[src/rtl/br_fifo_shared_pstatic_config_pkg.sv]
// Shared types and helpers for the pseudo-static multi-FIFO runtime
// reconfiguration controller.
package br_fifo_shared_pstatic_config_pkg;

  typedef enum logic [1:0] {
    OK        = 2'd0,
    BAD_RANGE = 2'd1,
    TOO_SMALL = 2'd2,
    TIMEOUT   = 2'd3
  } cfg_status_e;

  typedef enum logic [2:0] {
    ST_IDLE  = 3'd0,
    ST_CHECK = 3'd1,
    ST_DRAIN = 3'd2,
    ST_APPLY = 3'd3,
    ST_RESP  = 3'd4
  } cfg_state_e;

  function automatic int unsigned clamped_clog2(input int unsigned v);
    return ($clog2(v) < 1) ? 1 : $clog2(v);
  endfunction

  function automatic int unsigned default_base(input int unsigned i, input int unsigned depth,
                                               input int unsigned num_fifos);
    return i * (depth / num_fifos);
  endfunction

  // The last FIFO absorbs the remainder when Depth is not a multiple of NumFifos.
  function automatic int unsigned default_bound(input int unsigned i, input int unsigned depth,
                                                input int unsigned num_fifos);
    return (i == num_fifos - 1) ? depth - 1 : (i + 1) * (depth / num_fifos) - 1;
  endfunction

endpackage

[src/rtl/br_fifo_shared_pstatic_config_ctrl_if.sv]
// Request/response, drain-status and live-partition signals of the
// reconfiguration controller.
interface br_fifo_shared_pstatic_config_ctrl_if #(
  parameter int unsigned NumFifos = 2,
  parameter int unsigned Depth    = 8
);
  import br_fifo_shared_pstatic_config_pkg::*;

  localparam int unsigned AddrWidth  = clamped_clog2(Depth);
  localparam int unsigned CountWidth = $clog2(Depth + 1);

  logic                                 cfg_valid;
  logic                                 cfg_ready;
  logic [NumFifos-1:0][AddrWidth-1:0]   cfg_base;
  logic [NumFifos-1:0][AddrWidth-1:0]   cfg_bound;
  logic [NumFifos-1:0]                  fifo_empty;
  logic                                 push_block;
  logic [NumFifos-1:0][AddrWidth-1:0]   config_base;
  logic [NumFifos-1:0][AddrWidth-1:0]   config_bound;
  logic [NumFifos-1:0][CountWidth-1:0]  config_size;
  logic                                 resp_valid;
  logic                                 resp_ready;
  cfg_status_e                          resp_status;

  modport master (
    output cfg_valid, cfg_base, cfg_bound, fifo_empty, resp_ready,
    input  cfg_ready, push_block, config_base, config_bound, config_size,
           resp_valid, resp_status
  );

  modport slave (
    input  cfg_valid, cfg_base, cfg_bound, fifo_empty, resp_ready,
    output cfg_ready, push_block, config_base, config_bound, config_size,
           resp_valid, resp_status
  );

endinterface

[src/rtl/br_fifo_shared_pstatic_config_check.sv]
// Combinational validator for a requested partition: per-FIFO sizes and an
// overall status, range errors taking priority over size errors.
module br_fifo_shared_pstatic_config_check
  import br_fifo_shared_pstatic_config_pkg::*;
#(
  parameter int unsigned NumFifos = 2,
  parameter int unsigned Depth    = 8,
  parameter int unsigned MinSize  = 1
) (
  input  logic [NumFifos-1:0][clamped_clog2(Depth)-1:0]  base_i,
  input  logic [NumFifos-1:0][clamped_clog2(Depth)-1:0]  bound_i,
  output logic [NumFifos-1:0][$clog2(Depth + 1)-1:0]     size_o,
  output cfg_status_e                                    status_o
);

  localparam int unsigned CountWidth = $clog2(Depth + 1);
  localparam bit          DepthPow2  = ((Depth & (Depth - 1)) == 0);

  logic bad_range;
  logic too_small;

  always_comb begin
    bad_range = 1'b0;
    too_small = 1'b0;
    size_o    = '0;
    for (int unsigned i = 0; i < NumFifos; i++) begin
      size_o[i] = CountWidth'(bound_i[i]) + CountWidth'(1) - CountWidth'(base_i[i]);
      if (base_i[i] > bound_i[i]) bad_range = 1'b1;
      if (size_o[i] < CountWidth'(MinSize)) too_small = 1'b1;
    end
    // Partitions must be strictly ascending and non-overlapping.
    for (int unsigned i = 1; i < NumFifos; i++) begin
      if (base_i[i] <= bound_i[i-1]) bad_range = 1'b1;
    end
    if (!DepthPow2 && (CountWidth'(bound_i[NumFifos-1]) >= CountWidth'(Depth))) bad_range = 1'b1;

    if (bad_range)      status_o = BAD_RANGE;
    else if (too_small) status_o = TOO_SMALL;
    else                status_o = OK;
  end

endmodule

[src/rtl/br_fifo_shared_pstatic_config_ctrl.sv]
// Runtime partition controller: validates a request, blocks pushes and drains
// every logical FIFO, then swaps in the new partition atomically.
module br_fifo_shared_pstatic_config_ctrl
  import br_fifo_shared_pstatic_config_pkg::*;
#(
  parameter int unsigned NumFifos     = 2,
  parameter int unsigned Depth        = 8,
  parameter int unsigned MinSize      = 1,
  parameter int unsigned DrainTimeout = 0
) (
  input logic                            clk,
  input logic                            rst,
  br_fifo_shared_pstatic_config_ctrl_if.slave cfg_if
);

  localparam int unsigned AddrWidth  = clamped_clog2(Depth);
  localparam int unsigned CountWidth = $clog2(Depth + 1);
  localparam int unsigned TimerWidth = clamped_clog2(DrainTimeout);

  if ((NumFifos < 1) || (Depth < NumFifos)) begin : g_bad_depth
    $error("Depth must be >= NumFifos >= 1");
  end
  if ((MinSize < 1) || (MinSize > Depth / NumFifos)) begin : g_bad_min_size
    $error("MinSize must lie in 1..Depth/NumFifos");
  end

  cfg_state_e                           state_q;
  logic [NumFifos-1:0][AddrWidth-1:0]   stage_base_q;
  logic [NumFifos-1:0][AddrWidth-1:0]   stage_bound_q;
  logic [NumFifos-1:0][AddrWidth-1:0]   config_base_q;
  logic [NumFifos-1:0][AddrWidth-1:0]   config_bound_q;
  logic [NumFifos-1:0][CountWidth-1:0]  config_size_q;
  cfg_status_e                          status_q;
  logic [TimerWidth-1:0]                timer_q;
  logic                                 guard_q;

  logic [NumFifos-1:0][CountWidth-1:0]  chk_size;
  cfg_status_e                          chk_status;

  br_fifo_shared_pstatic_config_check #(
    .NumFifos (NumFifos),
    .Depth    (Depth),
    .MinSize  (MinSize)
  ) u_check (
    .base_i   (stage_base_q),
    .bound_i  (stage_bound_q),
    .size_o   (chk_size),
    .status_o (chk_status)
  );

  always_ff @(posedge clk or posedge rst) begin
    if (rst) begin
      state_q  <= ST_IDLE;
      status_q <= OK;
      timer_q  <= '0;
      guard_q  <= 1'b0;
      for (int unsigned i = 0; i < NumFifos; i++) begin
        stage_base_q[i]   <= AddrWidth'(default_base(i, Depth, NumFifos));
        stage_bound_q[i]  <= AddrWidth'(default_bound(i, Depth, NumFifos));
        config_base_q[i]  <= AddrWidth'(default_base(i, Depth, NumFifos));
        config_bound_q[i] <= AddrWidth'(default_bound(i, Depth, NumFifos));
        config_size_q[i]  <= CountWidth'(default_bound(i, Depth, NumFifos)
                                         - default_base(i, Depth, NumFifos) + 1);
      end
    end else begin
      unique case (state_q)
        ST_IDLE: begin
          if (cfg_if.cfg_valid) begin
            stage_base_q  <= cfg_if.cfg_base;
            stage_bound_q <= cfg_if.cfg_bound;
            state_q       <= ST_CHECK;
          end
        end
        ST_CHECK: begin
          if (chk_status != OK) begin
            status_q <= chk_status;
            state_q  <= ST_RESP;
          end else begin
            timer_q <= '0;
            guard_q <= 1'b1;
            state_q <= ST_DRAIN;
          end
        end
        // Guard cycle lets a push accepted alongside the block settle into fifo_empty.
        ST_DRAIN: begin
          guard_q <= 1'b0;
          if (!guard_q && (&cfg_if.fifo_empty)) begin
            state_q <= ST_APPLY;
          end else if ((DrainTimeout != 0) && (timer_q == TimerWidth'(DrainTimeout - 1))) begin
            status_q <= TIMEOUT;
            state_q  <= ST_RESP;
          end else if (DrainTimeout != 0) begin
            timer_q <= timer_q + TimerWidth'(1);
          end
        end
        ST_APPLY: begin
          config_base_q  <= stage_base_q;
          config_bound_q <= stage_bound_q;
          config_size_q  <= chk_size;
          status_q       <= OK;
          state_q        <= ST_RESP;
        end
        ST_RESP: begin
          if (cfg_if.resp_ready) state_q <= ST_IDLE;
        end
        default: state_q <= ST_IDLE;
      endcase
    end
  end

  assign cfg_if.cfg_ready    = (state_q == ST_IDLE);
  assign cfg_if.push_block   = (state_q == ST_DRAIN) || (state_q == ST_APPLY);
  assign cfg_if.resp_valid   = (state_q == ST_RESP);
  assign cfg_if.resp_status  = status_q;
  assign cfg_if.config_base  = config_base_q;
  assign cfg_if.config_bound = config_bound_q;
  assign cfg_if.config_size  = config_size_q;

endmodule

[src/flat_wrapper.sv]
// flat-port wrapper written by rule: the top's interface ports become plain ports
module br_fifo_shared_pstatic_config_ctrl_flat import br_fifo_shared_pstatic_config_pkg::*;
#(
  parameter int unsigned NumFifos     = 2,
  parameter int unsigned Depth        = 8,
  parameter int unsigned MinSize      = 1,
  parameter int unsigned DrainTimeout = 0
)
  (clk, rst, cfg_if_cfg_valid, cfg_if_cfg_base, cfg_if_cfg_bound, cfg_if_fifo_empty, cfg_if_resp_ready, cfg_if_cfg_ready, cfg_if_push_block, cfg_if_config_base, cfg_if_config_bound, cfg_if_config_size, cfg_if_resp_valid, cfg_if_resp_status);
  br_fifo_shared_pstatic_config_ctrl_if #(.NumFifos(NumFifos), .Depth(Depth)) cfg_if_i ();
  input logic clk;
  input logic rst;
  input wire logic [$bits(cfg_if_i.cfg_valid)-1:0] cfg_if_cfg_valid;
  input wire logic [$bits(cfg_if_i.cfg_base)-1:0] cfg_if_cfg_base;
  input wire logic [$bits(cfg_if_i.cfg_bound)-1:0] cfg_if_cfg_bound;
  input wire logic [$bits(cfg_if_i.fifo_empty)-1:0] cfg_if_fifo_empty;
  input wire logic [$bits(cfg_if_i.resp_ready)-1:0] cfg_if_resp_ready;
  output wire logic [$bits(cfg_if_i.cfg_ready)-1:0] cfg_if_cfg_ready;
  output wire logic [$bits(cfg_if_i.push_block)-1:0] cfg_if_push_block;
  output wire logic [$bits(cfg_if_i.config_base)-1:0] cfg_if_config_base;
  output wire logic [$bits(cfg_if_i.config_bound)-1:0] cfg_if_config_bound;
  output wire logic [$bits(cfg_if_i.config_size)-1:0] cfg_if_config_size;
  output wire logic [$bits(cfg_if_i.resp_valid)-1:0] cfg_if_resp_valid;
  output wire logic [$bits(cfg_if_i.resp_status)-1:0] cfg_if_resp_status;
  assign cfg_if_i.cfg_valid = cfg_if_cfg_valid;
  assign cfg_if_i.cfg_base = cfg_if_cfg_base;
  assign cfg_if_i.cfg_bound = cfg_if_cfg_bound;
  assign cfg_if_i.fifo_empty = cfg_if_fifo_empty;
  assign cfg_if_i.resp_ready = cfg_if_resp_ready;
  assign cfg_if_cfg_ready = cfg_if_i.cfg_ready;
  assign cfg_if_push_block = cfg_if_i.push_block;
  assign cfg_if_config_base = cfg_if_i.config_base;
  assign cfg_if_config_bound = cfg_if_i.config_bound;
  assign cfg_if_config_size = cfg_if_i.config_size;
  assign cfg_if_resp_valid = cfg_if_i.resp_valid;
  assign cfg_if_resp_status = cfg_if_i.resp_status;
  br_fifo_shared_pstatic_config_ctrl #(.NumFifos(NumFifos), .Depth(Depth), .MinSize(MinSize), .DrainTimeout(DrainTimeout)) u_core (.clk(clk), .rst(rst), .cfg_if(cfg_if_i));
endmodule
[config.mk]
export PLATFORM = sky130hd
export DESIGN_NAME = br_fifo_shared_pstatic_config_ctrl_flat
export DESIGN_NICKNAME = d
export VERILOG_FILES = /design/src/rtl/br_fifo_shared_pstatic_config_pkg.sv /design/src/rtl/br_fifo_shared_pstatic_config_ctrl_if.sv /design/src/rtl/br_fifo_shared_pstatic_config_check.sv /design/src/rtl/br_fifo_shared_pstatic_config_ctrl.sv /design/src/flat_wrapper.sv
export SDC_FILE = /design/constraint.sdc
export NUM_CORES = 1
export LEC_CHECK = 0
export ABC_AREA = 0
export CAP_MARGIN = 20
export CORE_UTILIZATION = 43
export DETAILED_ROUTE_END_ITERATION = 12
export PLACE_DENSITY = 0.78
export SKIP_LAST_GASP = 1
export SLEW_MARGIN = 20
export SYNTH_ARGS = -nofsm -noshare
export SYNTH_HDL_FRONTEND = slang
export SYNTH_SLANG_ARGS = --single-unit
[constraint.sdc]
create_clock -name clk -period 2.2 [get_ports clk]
set_input_delay 0.66 -clock clk [delete_from_list [all_inputs] [get_ports clk]]
set_output_delay 0.66 -clock clk [all_outputs]
set_load 0.1 [all_outputs]
# ---- Word-level counts from Yosys, hierarchy flattened
# Cells that the tools add are included.
dict set report word_totals {
  ff_bits 38
  out_inout_bits 25
  elab_cells 59
}
dict set report classes {
  n_addsub 4
  n_reduce_logical 12
  n_eq_ne 9
  order_cmp 5
  mux 16
}
# op n
set ops {}
lappend ops {{$pmux W3 S5} 1}
lappend ops {{$mux W3} 4}
lappend ops {{$add A3 B1 Y4 const B} 2}
lappend ops {{$lt A4 B1 Y1 const B} 2}
lappend ops {{$reduce_and A2 Y1} 4}
lappend ops {{$sub A4 B3 Y4} 2}
lappend ops {{$eq A3 B2 Y1 const B} 2}
lappend ops {{$gt A3 B3 Y1} 2}
lappend ops {{$mux W1} 6}
lappend ops {{$mux W2} 3}
lappend ops {{$ne A2 B2 Y1 const B} 3}
lappend ops {{$reduce_bool A2 Y1} 3}
lappend ops {{$ne A2 B1 Y1 const B} 2}
lappend ops {{$pmux W2 S2} 1}
lappend ops {{$eq A3 B1 Y1 const B} 1}
lappend ops {{$eq A3 B3 Y1 const B} 1}
lappend ops {{$le A3 B3 Y1} 1}
lappend ops {{$logic_not A3 Y1} 1}
lappend ops {{$reduce_and A3 Y1} 1}
lappend ops {{$pmux W1 S2} 1}
lappend ops {{$logic_and A1 B1 Y1} 1}
lappend ops {{$logic_not A1 Y1} 1}
lappend ops {{$logic_or A1 B1 Y1} 1}

# ---- Logic depth before layout (Yosys ltp)
dict set report logic_depth {
  word_depth 10
  ltp_mapped 11
  ltp_nobuf 11
}

# ---- By module
# Synthesis repeated with hierarchy kept, for this count alone.
dict set report hier_totals {
  hier_cells 145
  hier_area_um2 2049.5
}
# mod area_per_inst_um2 n_inst cells_each
set by_module_without_submodules {}
lappend by_module_without_submodules {br_fifo_shared_pstatic_config_ctrl 1632.8 1 96}
lappend by_module_without_submodules {br_fifo_shared_pstatic_config_check 416.6 1 49}

# ---- Worst setup path before layout
# No wires, ideal clock.
dict set report synth_path {
  path_type {register -> output}
  start {register u_core.state_q[2]}
  end {output port cfg_if_cfg_ready}
  arrival_ns 2.543
  path_slack_ns -1.003
  path_stages_with_launch 2
  path_buffers 0
  path_cell_list {dfrtp_1 nor3_1}
}
dict set report synth_between {
  elab_chain_len 1
}
# element line_no
set synth_rtl {}
lappend synth_rtl {{start, declared} br_fifo_shared_pstatic_config_ctrl.sv:27} ;# cfg_state_e state_q;
lappend synth_rtl {{start signal, assigned} br_fifo_shared_pstatic_config_ctrl.sv:53} ;# state_q <= ST_IDLE;
lappend synth_rtl {{start signal, assigned} br_fifo_shared_pstatic_config_ctrl.sv:71} ;# state_q <= ST_CHECK;
lappend synth_rtl {{start signal, assigned} br_fifo_shared_pstatic_config_ctrl.sv:77} ;# state_q <= ST_RESP;
lappend synth_rtl {{$logic_not A3 Y1} br_fifo_shared_pstatic_config_ctrl.sv:111} ;# assign cfg_if.cfg_ready = (state_q == ST_IDLE);
lappend synth_rtl {{end, declared} flat_wrapper.sv:18} ;# output wire logic [$bits(cfg_if_i.cfg_ready)-1:0] cfg_if_cfg_ready;
# No other way between the ends.

# ---- Worst setup path in the final report
dict set report layout_path {
  start {register u_core.stage_bound_q[1] (netlist bit)}
  end {register u_core.state_q[2]}
}
dict set report layout_between {
  elab_chain_len 10
  elab_cells_between_ends 15
}
# element line_no
set layout_rtl {}
lappend layout_rtl {{start, declared} br_fifo_shared_pstatic_config_ctrl.sv:29} ;# logic [NumFifos-1:0][AddrWidth-1:0] stage_bound_q;
lappend layout_rtl {{start signal, assigned by index} br_fifo_shared_pstatic_config_ctrl.sv:59} ;# stage_bound_q[i] <= AddrWidth'(default_bound(i, Depth, NumFifos));
lappend layout_rtl {{start signal, assigned} br_fifo_shared_pstatic_config_ctrl.sv:70} ;# stage_bound_q <= cfg_if.cfg_bound;
lappend layout_rtl {{$add A3 B1 Y4} br_fifo_shared_pstatic_config_check.sv:27} ;# size_o[i] = CountWidth'(bound_i[i]) + CountWidth'(1) - CountWidth'(base_i[i]);
lappend layout_rtl {{$sub A4 B3 Y4} br_fifo_shared_pstatic_config_check.sv:27}
lappend layout_rtl {{$lt A4 B1 Y1} br_fifo_shared_pstatic_config_check.sv:29} ;# if (size_o[i] < CountWidth'(MinSize)) too_small = 1'b1;
lappend layout_rtl {{$mux W1 (2 in a row)} br_fifo_shared_pstatic_config_check.sv:29}
lappend layout_rtl {{$mux W2} br_fifo_shared_pstatic_config_check.sv:38} ;# else if (too_small) status_o = TOO_SMALL;
lappend layout_rtl {{$mux W2 *} br_fifo_shared_pstatic_config_check.sv:37} ;# if (bad_range) status_o = BAD_RANGE;
lappend layout_rtl {{$reduce_bool A2 Y1 *} br_fifo_shared_pstatic_config_ctrl.sv:75} ;# if (chk_status != OK) begin
lappend layout_rtl {{$mux W3 *} br_fifo_shared_pstatic_config_ctrl.sv:75}
lappend layout_rtl {{$pmux W3 S5 *} br_fifo_shared_pstatic_config_ctrl.sv:66} ;# unique case (state_q)
lappend layout_rtl {{end signal, assigned} br_fifo_shared_pstatic_config_ctrl.sv:71}
lappend layout_rtl {{end signal, assigned} br_fifo_shared_pstatic_config_ctrl.sv:77}
lappend layout_rtl {{end signal, assigned} br_fifo_shared_pstatic_config_ctrl.sv:81} ;# state_q <= ST_DRAIN;
# Every way passes the cells marked *; elsewhere a longest branch is shown, timed or not.
# A chain may end at the register's enable or synchronous reset.

==> qor.log <==
INFO  cells_and_area final_cell_mix=sky130_fd_sc_hd__buf_4, sky130_fd_sc_hd__dfrtp_1, sky130_fd_sc_hd__nand2_1
INFO  logic_synthesis synthesis.area_per_instance=11.1squm
INFO  worst_setup_path crit_arrival=2500ps
INFO  global_route   grt_pass1_vias=1,339
INFO  route          route.detailed.wl_per_inst=14.9um
INFO  sta            minimum_period_implied_by_the_final_worst_setup_slack=2330ps
INFO  cells_and_area flow.area_growth_from_synthesis=47.3%
INFO  clocking       postCtsHoldBufs=0
INFO  clocking       worst_skew_late_latency=290ps
INFO  worst_setup_path worstReg2RegEnd=u_core.state_q[2]
INFO  global_route   grt_antenna_before_repair=0
INFO  clocking       cts-buffers-inserted=5
INFO  sta            finalClockSkew=4.90ps
INFO  cells_and_area design.final.nets=268
INFO  route          vias=1,419
INFO  sta            worst_slew_pin_slew=602ps
INFO  logic_synthesis synth-seq-cells=38
INFO  floorplan      chipHeight=68.5um
INFO  worst_setup_path crit_path_start_kind=flop
INFO  worst_setup_path worst-path-max-fanout=3
INFO  sta            timing.final.hold_violations=0
INFO  logic_synthesis synth_top_cell_area_share=31.6%
INFO  logic_synthesis synthesis.instances=171
INFO  route          avgViaCountPerCell=5.03
INFO  cells_and_area postLayoutCoreUtil=68.0%
INFO  worst_setup_path critPathRequiredTime=2370ps
INFO  cells_and_area fin_area=0.00280sqmm
INFO  logic_synthesis syn_area=0.00190sqmm
INFO  cells_and_area final_cells=282
INFO  worst_setup_path slowest_cp_cell=sky130_fd_sc_hd__dfstp_2
INFO  route          met1Wirelength=1970um
INFO  sta            fin_setup_tns=-222ps
INFO  worst_setup_path critical_path.cell_chain=inv_2, ha_4, inv_4, ha_4, inv_2, fa_2, nand3_2, nand2_2, or3_4, a22o_1
INFO  worst_hold_path min-delay-start=u_core.cfg_if.config_base[2]
INFO  sta            post-route-worst-setup-slack=-132ps
INFO  clocking       clock_pin_transition_on_the_worst_setup_and_hold_timing_paths=70ps
INFO  sta            final-max-slew-violation-count=0
INFO  global_route   grt_start_max_net_pins=39
INFO  place          place_area=0.00261sqmm
INFO  floorplan      floorplan.initialDensity=46.2%
INFO  sta            finalSetupViolCount=3
INFO  worst_setup_path worstSetupEndpointType=flop
INFO  logic_synthesis netlist_top_cells_area=sky130_fd_sc_hd__dfrtp_1, sky130_fd_sc_hd__dfstp_2, sky130_fd_sc_hd__ha_1
INFO  clocking       cts_tree=done
INFO  route          highest_layer=met4
INFO  worst_hold_path timing.hold.worst_endpoint=u_core.cfg_if.config_base[2]
INFO  floorplan      coreArea=0.00412sqmm
INFO  floorplan      pin_count=43
INFO  cells_and_area final_layout_size_suffix_gt1_share=41.8%
INFO  global_route   grt_overflow=0
INFO  global_route   first_pass_grt_wire_length=6440um
INFO  route          drtPass1Iterations=4
INFO  worst_setup_path worst_r2r_startpoint=u_core.stage_bound_q[1]
INFO  sta            max_slew_margin=59.7%
INFO  global_route   gr-usage-all-layers=19.8%
INFO  route          dr_wl_met3=133um
INFO  worst_setup_path max_stage_delay=530ps
INFO  cells_and_area layout_commonest_cell=sky130_fd_sc_hd__buf_4
INFO  worst_setup_path worst-r2r-setup-slack=-130ps
INFO  logic_synthesis post-synth-top-area-cell=sky130_fd_sc_hd__dfrtp_1
INFO  logic_synthesis synth.net_count=208
INFO  route          drt.antenna.violating_nets=0
INFO  logic_synthesis synth.lib_cells_used.distinct=37
INFO  clocking       clock_tree.htree_level_count=2
INFO  route          met2WireLength=2030um
INFO  clocking       clock_sinks=38
INFO  logic_synthesis synthesis.yosys.warnings=0
INFO  place          detailed_place_hpwl=2890um
INFO  status         violations=setup timing
INFO  place          place_inst=272
INFO  worst_hold_path hold_class=reg2reg
INFO  logic_synthesis sequential_element_share_of_the_synthesized_area=51.0%
INFO  floorplan      die-area=0.00469sqmm
INFO  floorplan      die_span_in_x=68.5um
INFO  clocking       root_buffer=sky130_fd_sc_hd__clkbuf_8
INFO  route          wirelength=4210um
INFO  route          drc_errors=0
INFO  cells_and_area num_antenna_cells=0
INFO  worst_setup_path r2r_cells=10
INFO  worst_hold_path hold_depth=2
INFO  status         status=complete, but fails checks
INFO  sta            post-route-period-util=106%
INFO  clocking       clk_path_buf_depth=2
INFO  sta            grt_setup_unrepaired=true
INFO  route          detailedRoute.firstIterationViolations=81
INFO  run            max_cap_viol_count=0
INFO  place          io_buffer_count=42
INFO  worst_setup_path worstSetupPathType=reg2reg
INFO  sta            max_clock_freq=429MHz
INFO  floorplan      placementRows=23
INFO  place          gp_congestion=0.814
critical path, delay by kind of cell, from the launching register on:
family | cells | cell delay [ps]
compound gates | 1 | 190
simple gates | 3 | 510
flops | 1 | 530
fa+ha+maj | 3 | 860
buf+inv | 3 | 130
stage by stage:
| step | hold slack, ps | setup slack [ps] |
|---|---|---|
| after floorplan | 467 | -168 |
| after global placement | 463 | -102 |
| after detailed placement | 474 | -155 |
| after CTS | 490 | -107 |
| after global routing | 514 | -174 |
| final | 483 | -132 |
worst max path at each step:
stage | start | to | slack (ps) | depth (start not counted)
2_1_floorplan | u_core.state_q[2] | cfg_if_cfg_ready | -170 | 1
3_3_place_gp | u_core.stage_bound_q[1] | u_core.state_q[2] | -100 | 10
3_5_place_dp | u_core.stage_bound_q[4] | u_core.state_q[2] | -150 | 10
4_1_cts | u_core.stage_bound_q[1] | u_core.state_q[2] | -110 | 10
5_1_grt | u_core.stage_bound_q[1] | u_core.state_q[2] | -170 | 10
6_report | u_core.stage_bound_q[1] | u_core.state_q[2] | -130 | 10
kinds of logic (layout without fill, tap and decap cells):
kind of cell             Yosys count  count (layout)  share of synthesized area [%]
AO/OA/AOI/OAI                     33              33                           10.7
XOR/XNOR                           2               2                          0.922
adder cells (fa/ha/maj)           19              19                           14.1
buffers and inverters             25              86                           5.07
flip-flops                        38              38                           51.0
multiplexers                      12              12                           7.11
AND/OR/NAND/NOR                   42              42                           11.2
routing by layer:
metal  GRT usage, %  vias up
met4           9.38        0
li1               -      690
met3           3.00        4
met5              0        -
met2           29.7       34
met1           27.8      691
Yosys cell counts (all sizes together):
| library cell | n |
|---|---|
| fa | 4 |
| nor2b | 1 |
| nand2b | 1 |
| mux2 | 12 |
| a22o | 1 |
| a32o | 1 |
| nand4 | 1 |
| a211oi | 1 |
| nor2 | 4 |
| o21ai | 24 |
| nand3b | 1 |
| and3 | 1 |
| a2bb2oi | 1 |
| dfrtp | 24 |
| nand4b | 1 |
| nor3 | 2 |
| dfstp | 14 |
| xnor2 | 2 |
| and3b | 1 |
| a21oi | 2 |
| inv | 20 |
| nand3 | 4 |
| o31ai | 1 |
| clkbuf | 3 |
| o2bb2ai | 1 |
| or3 | 1 |
| nand2 | 24 |
| ha | 15 |
| o22ai | 1 |
| buf | 2 |
flip-flops by register name, indices dropped and copies added (netlist names):
name and cells:
u_core.cfg_if.config_base 6, u_core.guard_q 1, u_core.cfg_if.config_size 8, u_core.state_q 3
u_core.cfg_if.resp_status 2, u_core.cfg_if.config_bound 6, u_core.stage_base_q 6, u_core.stage_bound_q 6
repair_timing:
action / 4_1_cts / 5_1_grt
buffers inserted: 1 / 1
endpoints found under the setup margin: 4 / 5
gates resized for setup: 17 / 2
pin swaps: 7 / 2
final cells by class:
class,count,area [sq um]
tap,50,62.6
clock buffer,8,110
multi-input combinational,108,953
timing repair buffer,58,628
fill,295,1320
inverter,20,77.6
sequential,38,968
Power is not shown: default switching activity piles up to over one toggle a cycle in this logic, so the estimate is an artifact.
==> RTL edit (config.mk and constraints unchanged) <==
Make the reset (`rst`) synchronous in one clocked block.
--- a/src/rtl/br_fifo_shared_pstatic_config_ctrl.sv
+++ b/src/rtl/br_fifo_shared_pstatic_config_ctrl.sv
@@ -50,3 +50,3 @@
 
-  always_ff @(posedge clk or posedge rst) begin
+  always_ff @(posedge clk) begin
     if (rst) begin
Function: differs if rst is asserted again (counterexample within 4 cycles, from zero or initial values and one cycle with rst high); with rst held inactive, the same outputs for 10 cycles.
==> RTL edit against the unedited design <==
  * The flow still finishes with violations (negative setup slack)
  * Sequential share of layout area fell by 5.8 points
  * Sequential cell count did not move
  * Setup slack improved by 110 ps
  * Final area fell by 4.9%
  * Synthesized area fell by 2.7%
  * Utilization fell by 2.4 points
  * Synthesized cell count rose by 27%
  * Wire length rose by 4.4%
  * Non-clock buffer count rose by 11
  * Critical path type unchanged
==> RTL edit: results <==
finish:
  drive_above_1_share: 0.317
  inserted_diodes: 0
  fillers: 330
  fin_cells: 331
clocking:
  postCtsSetupBuffers: 7
  post_cts.resized_instances: 24
placement:
  dp_hpwl_mm: 2.97
  postPlaceCellArea_um2: 2420
  post-place-ws_ps: -108
  gp_congestion: 0.806
  dp_cells: 318
grt:
  grt_usage: 0.213
  grt_max_degree: 22
  use_met1: 0.265
  met3_demand_to_capacity_share_in_global_routing: 0.0642
  first_pass_grt_wire_length_mm: 7.07
  grt_pass1_vias: 1561
  groute.layer.met2.usage: 0.345
yosys:
  ys_top_cells_by_count: "sky130_fd_sc_hd__nand2_1 (54), sky130_fd_sc_hd__dfxtp_1 (38), sky130_fd_sc_hd__a21oi_1 (19), sky130_fd_sc_hd__inv_1 (16), sky130_fd_sc_hd__nor2_1 (15)"
  synth_fa_ha_area_frac: 0.138
  synth-compound-area-share: 0.130
  muxShareOfSynthArea: 0.00541
  syn_avg_cell_area_um2: 8.52
  synthDominantCellAreaShare: 0.411
  asyncSetResetFlopFracSynth: 0
  syn_nets: 253
  commonest_register_cell_after_synthesis: "sky130_fd_sc_hd__dfxtp_1"
  synth_xor_xnor_area_share: 0.00947
  synth_seq_area_share: 0.411
  synthDistinctLibCells: 32
route:
  avgRoutedWirePerCell_um: 13.3
  via_count: 1677
timing:
  final.setup_skew_ps: 4.92
  tns_ps: -21.1
  timing.final.max_slew_violations: 0
  slew-limit-headroom: 0.722
  fin_hold_ws_ps: 457
  finalSetupViolations: 1
  finalWorstSetupSlack_ps: -21.1
pwr:
  totalPowerFinal_uw: 2660
worst_setup_path:
  r2r_cells: 9
  crit_path_start: "u_core.stage_bound_q[2]$_SDFFE_PP0P_"
  worstSetupEndpoint: "u_core.state_q[2]$_SDFFE_PP0P_"
  crit_path_top_delay_cell: "sky130_fd_sc_hd__fa_2"
  critical-path-max-stage-delay_ps: 420
  critPathArrivalTime_ps: 2400
outcome:
  run_status: "complete, but fails checks"
  violations: "negative setup slack"
worst_hold_path:
  worst_min_delay_path_startpoint: "u_core.cfg_if.config_bound[2]$_SDFFE_PP0P_"
  timing.hold.worst_endpoint: "u_core.cfg_if.config_bound[2]$_SDFFE_PP0P_"
RTL edit: changes by cell type in the layout (fill, tap and decap cells not counted), moves of 14 or more:
| cell | delta |
|---|---|
| sky130_fd_sc_hd__o21ai_0 | -18 |
| sky130_fd_sc_hd__dfxtp_1 | +34 |
| sky130_fd_sc_hd__a21oi_1 | +17 |
| sky130_fd_sc_hd__nand2_1 | +31 |
| sky130_fd_sc_hd__buf_4 | +20 |
| sky130_fd_sc_hd__dfrtp_1 | -24 |
| sky130_fd_sc_hd__dfstp_2 | -14 |
RTL edit: layout make-up:
cell class / instances / area [um2] / share of cell area
tap: 50 / 62.6 / 0.0235
multi-input combinational: 152 / 1090 / 0.411
timing repair buffer: 69 / 598 / 0.225
inverter: 16 / 60.1 / 0.0225
clock buffer: 6 / 82.6 / 0.0310
sequential: 38 / 766 / 0.287
RTL edit: metal layers:
metal	up-vias	wire, um
met5	-	0
met4	0	58
met3	6	266
met2	59	2120
met1	770	1950
li1	842	-
